`config.mk`:
```
export PLATFORM = sky130hd
export DESIGN_NAME = traffic_phase_sequencer_flat
export DESIGN_NICKNAME = d
export VERILOG_FILES = /design/src/rtl/traffic_phase_sequencer_if.sv /design/src/rtl/traffic_phase_sequencer.sv /design/src/flat_wrapper.sv
export SDC_FILE = /design/constraint.sdc
export NUM_CORES = 1
export LEC_CHECK = 0
export ABC_AREA = 1
export BUFFER_PORTS_ARGS = -buffer_cell sky130_fd_sc_hd__buf_2
export CAP_MARGIN = 20
export CORE_AREA = 10 10 70 72
export DETAILED_ROUTE_END_ITERATION = 6
export DIE_AREA = 0 0 80 82
export GPL_ROUTABILITY_DRIVEN = 0
export GPL_TIMING_DRIVEN = 0
export PLACE_DENSITY = 0.42
export SLEW_MARGIN = 20
export SYNTH_ARGS = -nofsm -noshare
export SYNTH_HDL_FRONTEND = slang
export SYNTH_SLANG_ARGS = --single-unit
```
`constraint.sdc`:
```
create_clock -name clock -period 1.57 [get_ports clock]
set_input_delay 0.3925 -clock clock [delete_from_list [all_inputs] [get_ports clock]]
set_output_delay 0.3925 -clock clock [all_outputs]
set_load 0.03 [all_outputs]
```
`src/rtl/traffic_phase_sequencer_if.sv`:
```
// Timer link between the phase sequencer and its dedicated interval timer.
//   tmr_ref     : reference (dwell - 1) presented to the timer
//   tmr_clear   : one-cycle restart pulse to the timer's reset input
//   tmr_trigger : one-cycle expiry pulse from the timer
// master = sequencer side, slave = timer side.
interface traffic_phase_sequencer_if;
  logic [6:0] tmr_ref;
  logic       tmr_clear;
  logic       tmr_trigger;

  modport master (
    output tmr_ref,
    output tmr_clear,
    input  tmr_trigger
  );

  modport slave (
    input  tmr_ref,
    input  tmr_clear,
    output tmr_trigger
  );
endinterface

```
`src/rtl/traffic_phase_sequencer.sv`:
```
// Intersection phase sequencer. Owns the shared 7-bit interval timer: loads
// its reference and restarts it on every state entry, and advances on the
// timer's expiry pulse. Cycles main/side road lights with an optional latched
// pedestrian walk phase and a flashing-yellow maintenance mode.
// Ports:
//   clock, reset     : clock; asynchronous active-high reset
//   ped_req          : pedestrian button, latched on any sampled 1
//   flash_mode       : maintenance request (level), honoured at all-red phases
//   tmr              : timer link (tmr_ref, tmr_clear out; tmr_trigger in)
//   main_light       : main-road lamp, one-hot {red, yellow, green}
//   side_light       : side-road lamp, one-hot {red, yellow, green}
//   walk             : pedestrian walk lamp
//   ped_pending      : pedestrian latch state
//   phase            : current state encoding (debug)
// All outputs are registered.
module traffic_phase_sequencer #(
  parameter int unsigned MAIN_GREEN_T = 30,
  parameter int unsigned SIDE_GREEN_T = 20,
  parameter int unsigned YELLOW_T     = 5,
  parameter int unsigned ALLRED_T     = 2,
  parameter int unsigned WALK_T       = 10,
  parameter int unsigned FLASH_T      = 4
) (
  input  logic                        clock,
  input  logic                        reset,
  input  logic                        ped_req,
  input  logic                        flash_mode,
  traffic_phase_sequencer_if.master   tmr,
  output logic [2:0]                  main_light,
  output logic [2:0]                  side_light,
  output logic                        walk,
  output logic                        ped_pending,
  output logic [2:0]                  phase
);

  typedef enum logic [2:0] {
    MAIN_G = 3'd0,
    MAIN_Y = 3'd1,
    RED_A  = 3'd2,
    SIDE_G = 3'd3,
    SIDE_Y = 3'd4,
    RED_B  = 3'd5,
    WALK   = 3'd6,
    FLASH  = 3'd7
  } state_t;

  localparam logic [2:0] LAMP_RED = 3'b100;
  localparam logic [2:0] LAMP_YEL = 3'b010;
  localparam logic [2:0] LAMP_GRN = 3'b001;
  localparam logic [2:0] LAMP_OFF = 3'b000;

  // Dwell - 1 truncated to 7 bits; a dwell of 128 lands on 127.
  function automatic logic [6:0] dwell_ref(input state_t s);
    logic [6:0] r;
    unique case (s)
      MAIN_G:         r = 7'(MAIN_GREEN_T - 1);
      SIDE_G:         r = 7'(SIDE_GREEN_T - 1);
      MAIN_Y, SIDE_Y: r = 7'(YELLOW_T - 1);
      RED_A, RED_B:   r = 7'(ALLRED_T - 1);
      WALK:           r = 7'(WALK_T - 1);
      FLASH:          r = 7'(FLASH_T - 1);
      default:        r = 7'(ALLRED_T - 1);
    endcase
    return r;
  endfunction

  state_t     state, state_n;
  logic       blink, blink_n;
  logic       ped_n;
  logic [6:0] ref_n;
  logic       clear_n;
  logic [2:0] main_n, side_n;
  logic       walk_n;
  logic       adv;

  // A trigger coinciding with the restart pulse belongs to the old count.
  assign adv   = tmr.tmr_trigger & ~tmr.tmr_clear;
  assign phase = state;

  always_comb begin
    state_n = state;
    blink_n = blink;
    ref_n   = tmr.tmr_ref;
    clear_n = 1'b0;
    ped_n   = ped_req | ped_pending;

    if (adv) begin
      unique case (state)
        MAIN_G: state_n = MAIN_Y;
        MAIN_Y: state_n = RED_A;
        RED_A:  state_n = flash_mode ? FLASH : SIDE_G;
        SIDE_G: state_n = SIDE_Y;
        SIDE_Y: state_n = RED_B;
        RED_B:  state_n = flash_mode  ? FLASH :
                          ped_pending ? WALK  : MAIN_G;
        WALK:   state_n = MAIN_G;
        FLASH:  state_n = flash_mode ? FLASH : RED_B;
        default: state_n = RED_B;
      endcase

      // Every advance enters a state (FLASH re-enters itself each half-period).
      clear_n = 1'b1;
      ref_n   = dwell_ref(state_n);

      if (state_n == FLASH)
        blink_n = (state == FLASH) ? ~blink : 1'b1;
      else
        blink_n = 1'b0;

      // Entering WALK serves the latch; a request on this same edge re-arms it.
      if (state_n == WALK)
        ped_n = ped_req;
    end

    main_n = LAMP_RED;
    side_n = LAMP_RED;
    walk_n = 1'b0;
    unique case (state_n)
      MAIN_G: main_n = LAMP_GRN;
      MAIN_Y: main_n = LAMP_YEL;
      SIDE_G: side_n = LAMP_GRN;
      SIDE_Y: side_n = LAMP_YEL;
      WALK:   walk_n = 1'b1;
      FLASH: begin
        main_n = blink_n ? LAMP_YEL : LAMP_OFF;
        side_n = blink_n ? LAMP_YEL : LAMP_OFF;
      end
      default: ;
    endcase
  end

  always_ff @(posedge clock or posedge reset) begin
    if (reset) begin
      state         <= RED_B;
      blink         <= 1'b0;
      ped_pending   <= 1'b0;
      tmr.tmr_ref   <= 7'(ALLRED_T - 1);
      tmr.tmr_clear <= 1'b1;
      main_light    <= LAMP_RED;
      side_light    <= LAMP_RED;
      walk          <= 1'b0;
    end else begin
      state         <= state_n;
      blink         <= blink_n;
      ped_pending   <= ped_n;
      tmr.tmr_ref   <= ref_n;
      tmr.tmr_clear <= clear_n;
      main_light    <= main_n;
      side_light    <= side_n;
      walk          <= walk_n;
    end
  end

endmodule

```
`src/flat_wrapper.sv`:
```
// flat-port wrapper written by rule: the top's interface ports become plain ports
module traffic_phase_sequencer_flat 
#(
  parameter int unsigned MAIN_GREEN_T = 30,
  parameter int unsigned SIDE_GREEN_T = 20,
  parameter int unsigned YELLOW_T     = 5,
  parameter int unsigned ALLRED_T     = 2,
  parameter int unsigned WALK_T       = 10,
  parameter int unsigned FLASH_T      = 4
)
  (clock, reset, ped_req, flash_mode, main_light, side_light, walk, ped_pending, phase, tmr_tmr_ref, tmr_tmr_clear, tmr_tmr_trigger);
  traffic_phase_sequencer_if tmr_i ();
  input  logic clock;
  input  logic reset;
  input  logic ped_req;
  input  logic flash_mode;
  output logic [2:0] main_light;
  output logic [2:0] side_light;
  output logic walk;
  output logic ped_pending;
  output logic [2:0] phase;
  output wire logic [$bits(tmr_i.tmr_ref)-1:0] tmr_tmr_ref;
  output wire logic [$bits(tmr_i.tmr_clear)-1:0] tmr_tmr_clear;
  input wire logic [$bits(tmr_i.tmr_trigger)-1:0] tmr_tmr_trigger;
  assign tmr_tmr_ref = tmr_i.tmr_ref;
  assign tmr_tmr_clear = tmr_i.tmr_clear;
  assign tmr_i.tmr_trigger = tmr_tmr_trigger;
  traffic_phase_sequencer #(.MAIN_GREEN_T(MAIN_GREEN_T), .SIDE_GREEN_T(SIDE_GREEN_T), .YELLOW_T(YELLOW_T), .ALLRED_T(ALLRED_T), .WALK_T(WALK_T), .FLASH_T(FLASH_T)) u_core (.clock(clock), .reset(reset), .ped_req(ped_req), .flash_mode(flash_mode), .tmr(tmr_i), .main_light(main_light), .side_light(side_light), .walk(walk), .ped_pending(ped_pending), .phase(phase));
endmodule
```
==> results of run 1 <==
-- stage by stage --
stage	util (%)	worst slack (ns)	cell area, µm²
3_5_place_dp	29.9	0.0715	1070
3_3_place_gp	29.9	0.0785	1070
5_1_grt	33.5	0.00142	1200
6_report	33.5	0.0667	1200
4_1_cts	30.9	0.0393	1100
2_1_floorplan	-	0.0845	903
-- per-layer routing --
| layer | vias up | part of all wire (%) |
|---|---|---|
| met5 | - | 0 |
| met4 | 0 | 0.40 |
| met3 | 2 | 11 |
| met2 | 24 | 47 |
| met1 | 328 | 42 |
| li1 | 381 | - |
-- worst reg2reg max path: cells and delay by family, from the launching register on --
family          cells  cell delay [ns]
flops               1             0.59
compound gates      2             0.40
simple gates        5             0.38
-- flip-flops by register name (all words and copies together), names as in the netlist --
register              flops
u_core.tmr.tmr_clear      1
u_core.ped_pending        1
u_core.main_light         3
u_core.tmr.tmr_ref        5
u_core.phase              3
u_core.side_light         3
u_core.blink              1
u_core.walk               1
-- worst max path at each step --
| stage | slack (ns) | end | cells past startpoint |
|---|---|---|---|
| finish | 0.07 | phase[2] | 1 |
| global placement | 0.08 | u_core.main_light[1]$_DFF_PP0_ | 11 |
| floorplan | 0.08 | u_core.main_light[1]$_DFF_PP0_ | 11 |
| CTS | 0.04 | phase[2] | 1 |
| global route | 0.001 | u_core.main_light[1]$_DFF_PP0_ | 10 |
| detailed placement | 0.07 | u_core.main_light[1]$_DFF_PP0_ | 7 |
-- repair_timing --
item | CTS | global route
resized for setup | 0 | 12
setup endpoints to repair | 0 | 6
buffers inserted | 0 | 6
hold buffers | 0 | 0
endpoints found under the hold margin | 0 | 0
-- power breakdown --
part	switching (mW)	leakage [nW]	internal [mW]
logic	1.10	0.415	0.580
registers	0.115	0.216	0.686
clock network	0.138	0.0210	0.141
-- synthesized netlist by cell type (all sizes together) --
library cell  number  area [µm²]
dfstp              6         158
nor2              13        65.1
buf                2        15.0
a21oi              1        5.00
nor3               1        5.00
nand3              7        50.1
a21o               1        7.51
inv               18        67.6
nand4              3        18.8
nand2             32         148
conb               1        3.75
o21bai             1        18.8
o22ai              1        6.26
o21ai              4        20.0
dfrtp             12         300
a21boi             1        11.3
-- area by class of cell --
type	count	area share [%]
repair buffers	27	12.5
flip-flops and latches	18	38.3
multi-input cells	67	34.3
plain buffers	2	1.25
inverters	18	5.63
well taps	48	5.01
clock buffers	4	3.02
-- cell families after synthesis --
kind of cell           after synthesis  share of synthesized area (%)
buffers and inverters               20                           9.18
AO/OA/AOI/OAI                        9                           7.65
flip-flops                          18                           50.9
other                                1                          0.417
AND/OR/NAND/NOR                     56                           31.8
==> flow_metrics.env, run 1 <==
export IMPL_tightest_slew_ns=0.663
export IMPL_crit_start="u_core.phase[2]$_DFF_PP1_"
export IMPL_clock_latency_ns=0.29
export IMPL_ant_nets=0
export IMPL_core_area_mm2=0.00358
export IMPL_grt_overflow_total=0
export IMPL_fillers=411
export IMPL_drc=0
export IMPL_crit_arrival_ns=1.11
export IMPL_crit_required_ns=1.18
export IMPL_num_rows=22
export IMPL_cts_tree="built"
export IMPL_synthToLayoutAreaGrowth_pct=33.4
export IMPL_min_delay_path_class="in2async"
export IMPL_use_met1_pct=6.85
export IMPL_clkTransAtPathRegs_ns=0.10
export IMPL_synth_cells=104
export IMPL_n_antenna_cell=0
export IMPL_h_tree_depth=1
export IMPL_dp_cells=174
export IMPL_crit_path_max_incr_delay_ns=0.60
export IMPL_die_h_um=82
export IMPL_first_iter_violations=35
export IMPL_grtUsageMet3_pct=4.37
export IMPL_clock_skew_ns=0.00331
export IMPL_clock_sinks=18
export IMPL_critPathCaptureType="output pin"
export IMPL_crit_chain="buf_2"
export IMPL_ys_seq_area_share_pct=50.9
export IMPL_status="finished clean"
export IMPL_viasPerCell=3.99
export IMPL_cts_buffers=3
export IMPL_post_route_period_util_pct=95.8
export IMPL_root_buffer="clkbuf_4"
export IMPL_layout_commonest_cell="nand2_1"
export IMPL_reg2reg_slack_ns=0.10
export IMPL_use_met2_pct=10.4
export IMPL_finalHoldViolCount=0
export IMPL_rsz0062_at_grt="false"
export IMPL_regArea_um2=459
export IMPL_cpLargestDelayFamily="flip-flops"
export IMPL_max_freq_mhz=665
export IMPL_ios=24
export IMPL_busiest_layer="met2"
export IMPL_cp_max_fo=6
export IMPL_peakVddDrop_mv=0.784
export IMPL_antenna_found_initial=0
export IMPL_final_cell_mix="nand2_1, buf_2, inv_1, nor2_1, dfrtp_1"
export IMPL_r2r_start="u_core.phase[0]$_DFF_PP1_"
export IMPL_multi_input_area_um2=412
export IMPL_path_class="reg2out"
export IMPL_power_density_mw_per_mm2=2300
export IMPL_fin_nets=142
export IMPL_setup_viol=0
export IMPL_via_count=735
export IMPL_grt_pass1_wl_mm=3.37
export IMPL_yosysWarnings=0
export IMPL_ys_types=22
export IMPL_start_util_pct=25.1
export IMPL_p_leak_nw=0.652
export IMPL_final_cells=184
export IMPL_drv_cap=0
export IMPL_finalSetupTns_ns=0
export IMPL_cp_slowest_cell="dfstp_2"
export IMPL_syn_area_um2=900
export IMPL_dr_pass1_iters=6
export IMPL_report_final_slew_viol_count=0
export IMPL_min_period_ns=1.50
export IMPL_wl_per_cell_um=10.9
export IMPL_fp_dieW_um=80
export IMPL_cts_buffer_depth=2
export IMPL_grt_util_all_layers_pct=6.40
export IMPL_synth_area_per_cell_um2=8.65
export IMPL_grt_max_degree=19
export IMPL_cp_start_kind="flip-flop"
export IMPL_routed_wl_mm=2.01
export IMPL_slew_limit_headroom_pct=55.8
export IMPL_drive_gt1_share_pct=46.3
export IMPL_ys_seq_elements=18
export IMPL_power_mw=2.76
export IMPL_die_area_mm2=0.00656
export IMPL_place_port_buffers=21
export IMPL_rr_worst_depth=7
export IMPL_whs_ns=0.180
export IMPL_dp_hpwl_mm=1.52
export IMPL_grt_pass1_vias=744
export IMPL_rr_endpoint="u_core.main_light[1]$_DFF_PP0_"
export IMPL_critical_path_buf_inv_count=1
Note: power is estimated with default switching activity, not from simulation.
==> run 2: changes to the inputs <==
--- a/config.mk
+++ b/config.mk
@@ -5,12 +5,11 @@
 export SDC_FILE = /design/constraint.sdc
 export NUM_CORES = 1
 export LEC_CHECK = 0
-export ABC_AREA = 1
 export BUFFER_PORTS_ARGS = -buffer_cell sky130_fd_sc_hd__buf_2
 export CAP_MARGIN = 20
-export CORE_AREA = 10 10 70 72
+export CORE_AREA = 10 10 71 73
 export DETAILED_ROUTE_END_ITERATION = 6
-export DIE_AREA = 0 0 80 82
+export DIE_AREA = 0 0 81 83
 export GPL_ROUTABILITY_DRIVEN = 0
 export GPL_TIMING_DRIVEN = 0
 export PLACE_DENSITY = 0.42
==> flow_metrics.env, run 2 <==
export IMPL_status="finished with violations"
export IMPL_violations="negative setup slack"
export IMPL_synth_edff_count=0
export IMPL_tightest_slew_ns=0.691
export IMPL_max_flop_register="u_core.tmr.tmr_ref"
export IMPL_rsz0062_at_grt="true"
export IMPL_n_antenna_cell=0
export IMPL_utilization_pct=36.0
export IMPL_root_buffer="clkbuf_8"
export IMPL_p_leak_nw=0.609
export IMPL_syn_area_um2=931
export IMPL_report_final_slew_viol_count=0
export IMPL_post_place_ws_ns=-0.236
export IMPL_antenna_found_initial=0
export IMPL_r2r_start="u_core.phase[2]$_DFF_PP1_"
export IMPL_die_area_mm2=0.00672
export IMPL_placed_area_mm2=0.00110
export IMPL_critPathCaptureType="flip-flop"
export IMPL_setup_ws_ns=-0.0339
export IMPL_dp_hpwl_mm=1.62
export IMPL_largest_reg_flops=5
export IMPL_min_period_ns=1.60
export IMPL_wl_per_cell_um=13.3
export IMPL_reg2reg_slack_ns=-0.03
export IMPL_yosysWarnings=0
export IMPL_ys_seq_elements=18
export IMPL_synth_area_per_cell_um2=10.7
export IMPL_grt_pass1_wl_mm=3.75
export IMPL_cts_buffer_depth=2
export IMPL_crit_required_ns=1.72
export IMPL_drv_cap=0
export IMPL_final_cell_mix="buf_2, buf_4, dfrtp_1, nand2_1, nor2_1"
export IMPL_place_port_buffers=20
export IMPL_power_mw=2.84
export IMPL_grt_max_degree=19
export IMPL_rr_endpoint="u_core.side_light[1]$_DFF_PP0_"
export IMPL_finalHoldViolCount=0
export IMPL_drive_gt1_share_pct=54.3
export IMPL_routed_wl_mm=2.35
export IMPL_fin_nets=135
export IMPL_grt_pass1_vias=784
export IMPL_whs_ns=0.216
export IMPL_async_flop_share_pct=100
export IMPL_ys_seq_area_share_pct=49.2
export IMPL_drc=0
export IMPL_post_route_period_util_pct=102
export IMPL_yosysMostFrequentCell="dfrtp_1"
export IMPL_min_delay_path_class="in2async"
export IMPL_synth_ff_type="dfrtp_1"
export IMPL_peakVddDrop_mv=1.02
export IMPL_cp_max_fo=7
export IMPL_synth_largest_area_cell="dfrtp_1"
export IMPL_grt_overflow_total=0
export IMPL_die_h_um=83
export IMPL_netlist_area_leader_share_pct=32.3
export IMPL_rr_worst_depth=5
export IMPL_via_count=781
export IMPL_start_util_pct=25.6
export IMPL_slew_limit_headroom_pct=53.9
export IMPL_clkTransAtPathRegs_ns=0.08
export IMPL_setup_viol=2
export IMPL_dp_cells=156
export IMPL_num_rows=22
export IMPL_max_freq_mhz=623
export IMPL_cts_tree="built"
export IMPL_clock_latency_ns=0.27
export IMPL_core_area_mm2=0.00363
export IMPL_clock_sinks=18
export IMPL_dr_pass1_iters=2
export IMPL_first_iter_violations=49
export IMPL_finalSetupTns_ns=-0.0533
export IMPL_path_class="reg2reg"
export IMPL_synth_cells=87
export IMPL_synthToLayoutAreaGrowth_pct=40.3
export IMPL_yosys_top_cells_count="dfrtp_1, nand2_1, nor2_1"
export IMPL_design_area_mm2=0.00131
export IMPL_grt_util_all_layers_pct=6.96
export IMPL_crit_arrival_ns=1.75
export IMPL_cp_start_kind="flip-flop"
export IMPL_fp_dieW_um=81
export IMPL_viasPerCell=4.41
export IMPL_power_density_mw_per_mm2=2180
export IMPL_h_tree_depth=1
export IMPL_final_cells=177
export IMPL_ant_nets=0
export IMPL_yosys_top_cells_area="dfrtp_1, dfstp_2, buf_4, a311oi_4, nand2_1"
export IMPL_ys_types=41
export IMPL_cts_buffers=3
export IMPL_ios=24
export IMPL_clock_skew_ns=0.0143
-- run 2: changes by cell type after synthesis, sizes merged, moves of 4 or more --
cell,change
buf,+4
inv,-15
nand2,-25
nand3,-5
nor2,-6
nor2b,+4
-- run 2: power by group --
| group | internal [mW] | total, mW | switching (mW) |
|---|---|---|---|
| Combinational | 0.714 | 1.65 | 0.937 |
| Clock | 0.223 | 0.402 | 0.178 |
| Sequential | 0.683 | 0.790 | 0.107 |
-- run 2: worst max-delay path, stage by stage, from the launching register on --
cell	delay, ns
dfstp_2	0.58
inv_2	0.05
o311a_1	0.29
o22a_4	0.26
nand4_1	0.11
a21bo_1	0.21
-- run 2: cell type report --
class                      instances  area (µm²)
tap                               48        60.1
multi-input combinational         58         419
timing repair buffer              38         235
inverter                           4        20.0
clock buffer                       4        55.1
sequential                        18         459
buffer                             7        57.6
fill                             398        2330
-- run 2: timing repair --
action	CTS	global route
setup endpoints to repair	7	9
resized for setup	4	4
hold buffers	0	0
pin swaps	6	7
cloned	0	0
endpoints found under the hold margin	0	0
setup buffers	12	6
-- run 2: cell families after synthesis --
logic type / after synthesis / synth area share [%]
multiplexers: 2 / 2.42
AO/OA/AOI/OAI: 22 / 20.0
buffers and inverters: 12 / 9.01
XOR/XNOR: 1 / 0.941
flip-flops: 18 / 49.2
AND/OR/NAND/NOR: 31 / 18.0
other: 1 / 0.403
-- run 2: worst max-delay path by stage --
stage | start | end | cells past startpoint | slack [ns]
after floorplan | u_core.phase[0]$_DFF_PP1_ | u_core.side_light[1]$_DFF_PP0_ | 6 | -0.16
after global placement | u_core.phase[0]$_DFF_PP1_ | u_core.side_light[1]$_DFF_PP0_ | 6 | -0.24
after detailed placement | u_core.phase[0]$_DFF_PP1_ | u_core.side_light[1]$_DFF_PP0_ | 6 | -0.24
after CTS | u_core.phase[0]$_DFF_PP1_ | u_core.main_light[1]$_DFF_PP0_ | 7 | -0.06
after global routing | u_core.tmr.tmr_clear$_DFF_PP1_ | u_core.side_light[1]$_DFF_PP0_ | 6 | -0.11
final | u_core.phase[2]$_DFF_PP1_ | u_core.side_light[1]$_DFF_PP0_ | 5 | -0.03
-- run 2: metal layers --
metal | routed length, µm | track usage, % | vias up
met5 | 0 | 0 | -
met3 | 228 | 4.42 | 4
met4 | 17 | 1.41 | 0
li1 | - | - | 385
met1 | 1050 | 8.41 | 373
met2 | 1050 | 10.2 | 19
==> run 3: changes to the inputs <==
--- a/config.mk
+++ b/config.mk
@@ -5,14 +5,14 @@
 export SDC_FILE = /design/constraint.sdc
 export NUM_CORES = 1
 export LEC_CHECK = 0
+export ABC_AREA = 1
 export BUFFER_PORTS_ARGS = -buffer_cell sky130_fd_sc_hd__buf_2
 export CAP_MARGIN = 20
-export CORE_AREA = 10 10 71 73
+export CORE_AREA = 10 10 70 72
 export DETAILED_ROUTE_END_ITERATION = 6
-export DIE_AREA = 0 0 81 83
+export DIE_AREA = 0 0 80 82
 export GPL_ROUTABILITY_DRIVEN = 0
 export GPL_TIMING_DRIVEN = 0
-export PLACE_DENSITY = 0.42
 export SLEW_MARGIN = 20
 export SYNTH_ARGS = -nofsm -noshare
 export SYNTH_HDL_FRONTEND = slang
==> flow_metrics.env, run 3 (same netlist as run 1, synthesis figures left out) <==
export IMPL_cp_start_kind="flip-flop"
export IMPL_rr_worst_depth=8
export IMPL_drive_gt1_share_pct=50.7
export IMPL_fin_nets=144
export IMPL_grt_overflow_total=0
export IMPL_report_final_slew_viol_count=0
export IMPL_cpLargestDelayFamily="flip-flops"
export IMPL_post_route_period_util_pct=98.8
export IMPL_cts_buffers=3
export IMPL_min_period_ns=1.55
export IMPL_core_area_mm2=0.00358
export IMPL_power_density_mw_per_mm2=2340
export IMPL_clock_latency_ns=0.30
export IMPL_layout_commonest_cell="nand2_1"
export IMPL_ios=24
export IMPL_drc=0
export IMPL_rr_endpoint="u_core.ped_pending$_DFF_PP0_"
export IMPL_slew_limit_headroom_pct=55.4
export IMPL_tightest_slew_ns=0.669
export IMPL_num_rows=22
export IMPL_path_class="reg2reg"
export IMPL_crit_required_ns=1.77
export IMPL_cts_tree="built"
export IMPL_crit_chain="nand2_1 > inv_2 > nand3_4 > nand3_4 > buf_4 > buf_4 > nand4_1 > a21o_1"
export IMPL_fp_dieW_um=80
export IMPL_viasPerCell=4.12
export IMPL_grt_pass1_wl_mm=3.46
export IMPL_placed_area_mm2=0.00107
export IMPL_crit_path_max_incr_delay_ns=0.60
export IMPL_cp_slowest_cell="dfstp_2"
export IMPL_cp_max_fo=6
export IMPL_critPathCaptureType="flip-flop"
export IMPL_status="finished clean"
export IMPL_die_area_mm2=0.00656
export IMPL_n_antenna_cell=0
export IMPL_clkTransAtPathRegs_ns=0.11
export IMPL_max_flop_register="u_core.tmr.tmr_ref"
export IMPL_wl_per_cell_um=11.4
export IMPL_ant_nets=0
export IMPL_post_place_ws_ns=0.0557
export IMPL_grt_max_degree=19
export IMPL_first_iter_violations=31
export IMPL_largest_reg_flops=5
export IMPL_min_delay_path_class="in2async"
export IMPL_critical_path_buf_inv_count=3
export IMPL_drv_cap=0
export IMPL_dr_pass1_iters=4
export IMPL_whs_ns=0.172
export IMPL_rsz0062_at_grt="true"
export IMPL_antenna_found_initial=0
export IMPL_max_freq_mhz=645
export IMPL_clock_skew_ns=0.00460
export IMPL_setup_ws_ns=0.0185
export IMPL_setup_viol=0
export IMPL_via_count=766
export IMPL_crit_arrival_ns=1.75
export IMPL_synthToLayoutAreaGrowth_pct=36.6
export IMPL_final_cell_mix="nand2_1, buf_2, nor2_1, dfrtp_1"
export IMPL_dp_hpwl_mm=1.58
export IMPL_start_util_pct=25.1
export IMPL_clock_sinks=18
export IMPL_utilization_pct=34.3
export IMPL_grt_pass1_vias=746
export IMPL_grt_util_all_layers_pct=6.63
export IMPL_routed_wl_mm=2.12
export IMPL_die_h_um=82
export IMPL_finalHoldViolCount=0
export IMPL_place_port_buffers=21
export IMPL_reg2reg_slack_ns=0.02
export IMPL_design_area_mm2=0.00123
export IMPL_cts_hold_buf=0
export IMPL_h_tree_depth=1
export IMPL_cts_buffer_depth=2
export IMPL_p_leak_nw=0.661
export IMPL_peakVddDrop_mv=0.928
export IMPL_r2r_start="u_core.phase[2]$_DFF_PP1_"
export IMPL_root_buffer="clkbuf_4"
-- run 3: cell types whose count changed in the layout (fill, tap and decap cells not counted), sizes merged, moves of 2 or more --
cell   before  now
nand2       7   32
inv         3   18
buf        44   31
nor2        7   13
nand3       2    7
nor2b       4    0
a21oi       4    1
a31oi       2    0
and2        2    0
mux2        2    0
o31ai       2    0
-- run 3: layout make-up --
cell class / instances / area [µm²]
Timing Repair Buffer: 29 / 171
Multi-Input combinational cell: 67 / 419
Tap cell: 48 / 60.1
Inverter: 18 / 67.6
Buffer: 2 / 15.0
Clock buffer: 4 / 36.3
Sequential cell: 18 / 459
Fill cell: 384 / 2350
-- run 3: per-stage QoR --
stage	setup TNS [ns]	instances	total power, mW
2_1_floorplan	0	105	1.86
3_3_place_gp	0	174	2.17
3_5_place_dp	0	174	2.21
4_1_cts	0	178	2.50
5_1_grt	-0.194	186	3.10
6_report	0	186	2.87
-- run 3: worst max-delay path by stage --
stage,cells past startpoint,startpoint,endpoint
3_5_place_dp,11,u_core.phase[0]$_DFF_PP1_,u_core.main_light[1]$_DFF_PP0_
6_report,8,u_core.phase[2]$_DFF_PP1_,u_core.ped_pending$_DFF_PP0_
5_1_grt,11,u_core.phase[2]$_DFF_PP1_,u_core.main_light[1]$_DFF_PP0_
4_1_cts,1,u_core.phase[2]$_DFF_PP1_,phase[2]
2_1_floorplan,11,u_core.phase[0]$_DFF_PP1_,u_core.main_light[1]$_DFF_PP0_
3_3_place_gp,11,u_core.phase[0]$_DFF_PP1_,u_core.main_light[1]$_DFF_PP0_
-- run 3: power breakdown --
part / internal, mW / leakage (nW) / switching, mW
clock network: 0.141 / 0.0210 / 0.148
registers: 0.686 / 0.216 / 0.118
logic: 0.639 / 0.424 / 1.14
total: 1.47 / 0.661 / 1.40
-- run 3: layer usage --
metal  routed length [µm]  track usage (%)
met4                   14             1.58
met1                  894             7.10
met5                    0                0
met2                 1000             10.8
met3                  214             4.15
-- run 3: what timing repair did --
item | CTS | global route
gates resized for setup | 0 | 20
endpoints found under the setup margin | 0 | 11
buffers inserted | 0 | 8
hold endpoints to repair | 0 | 0
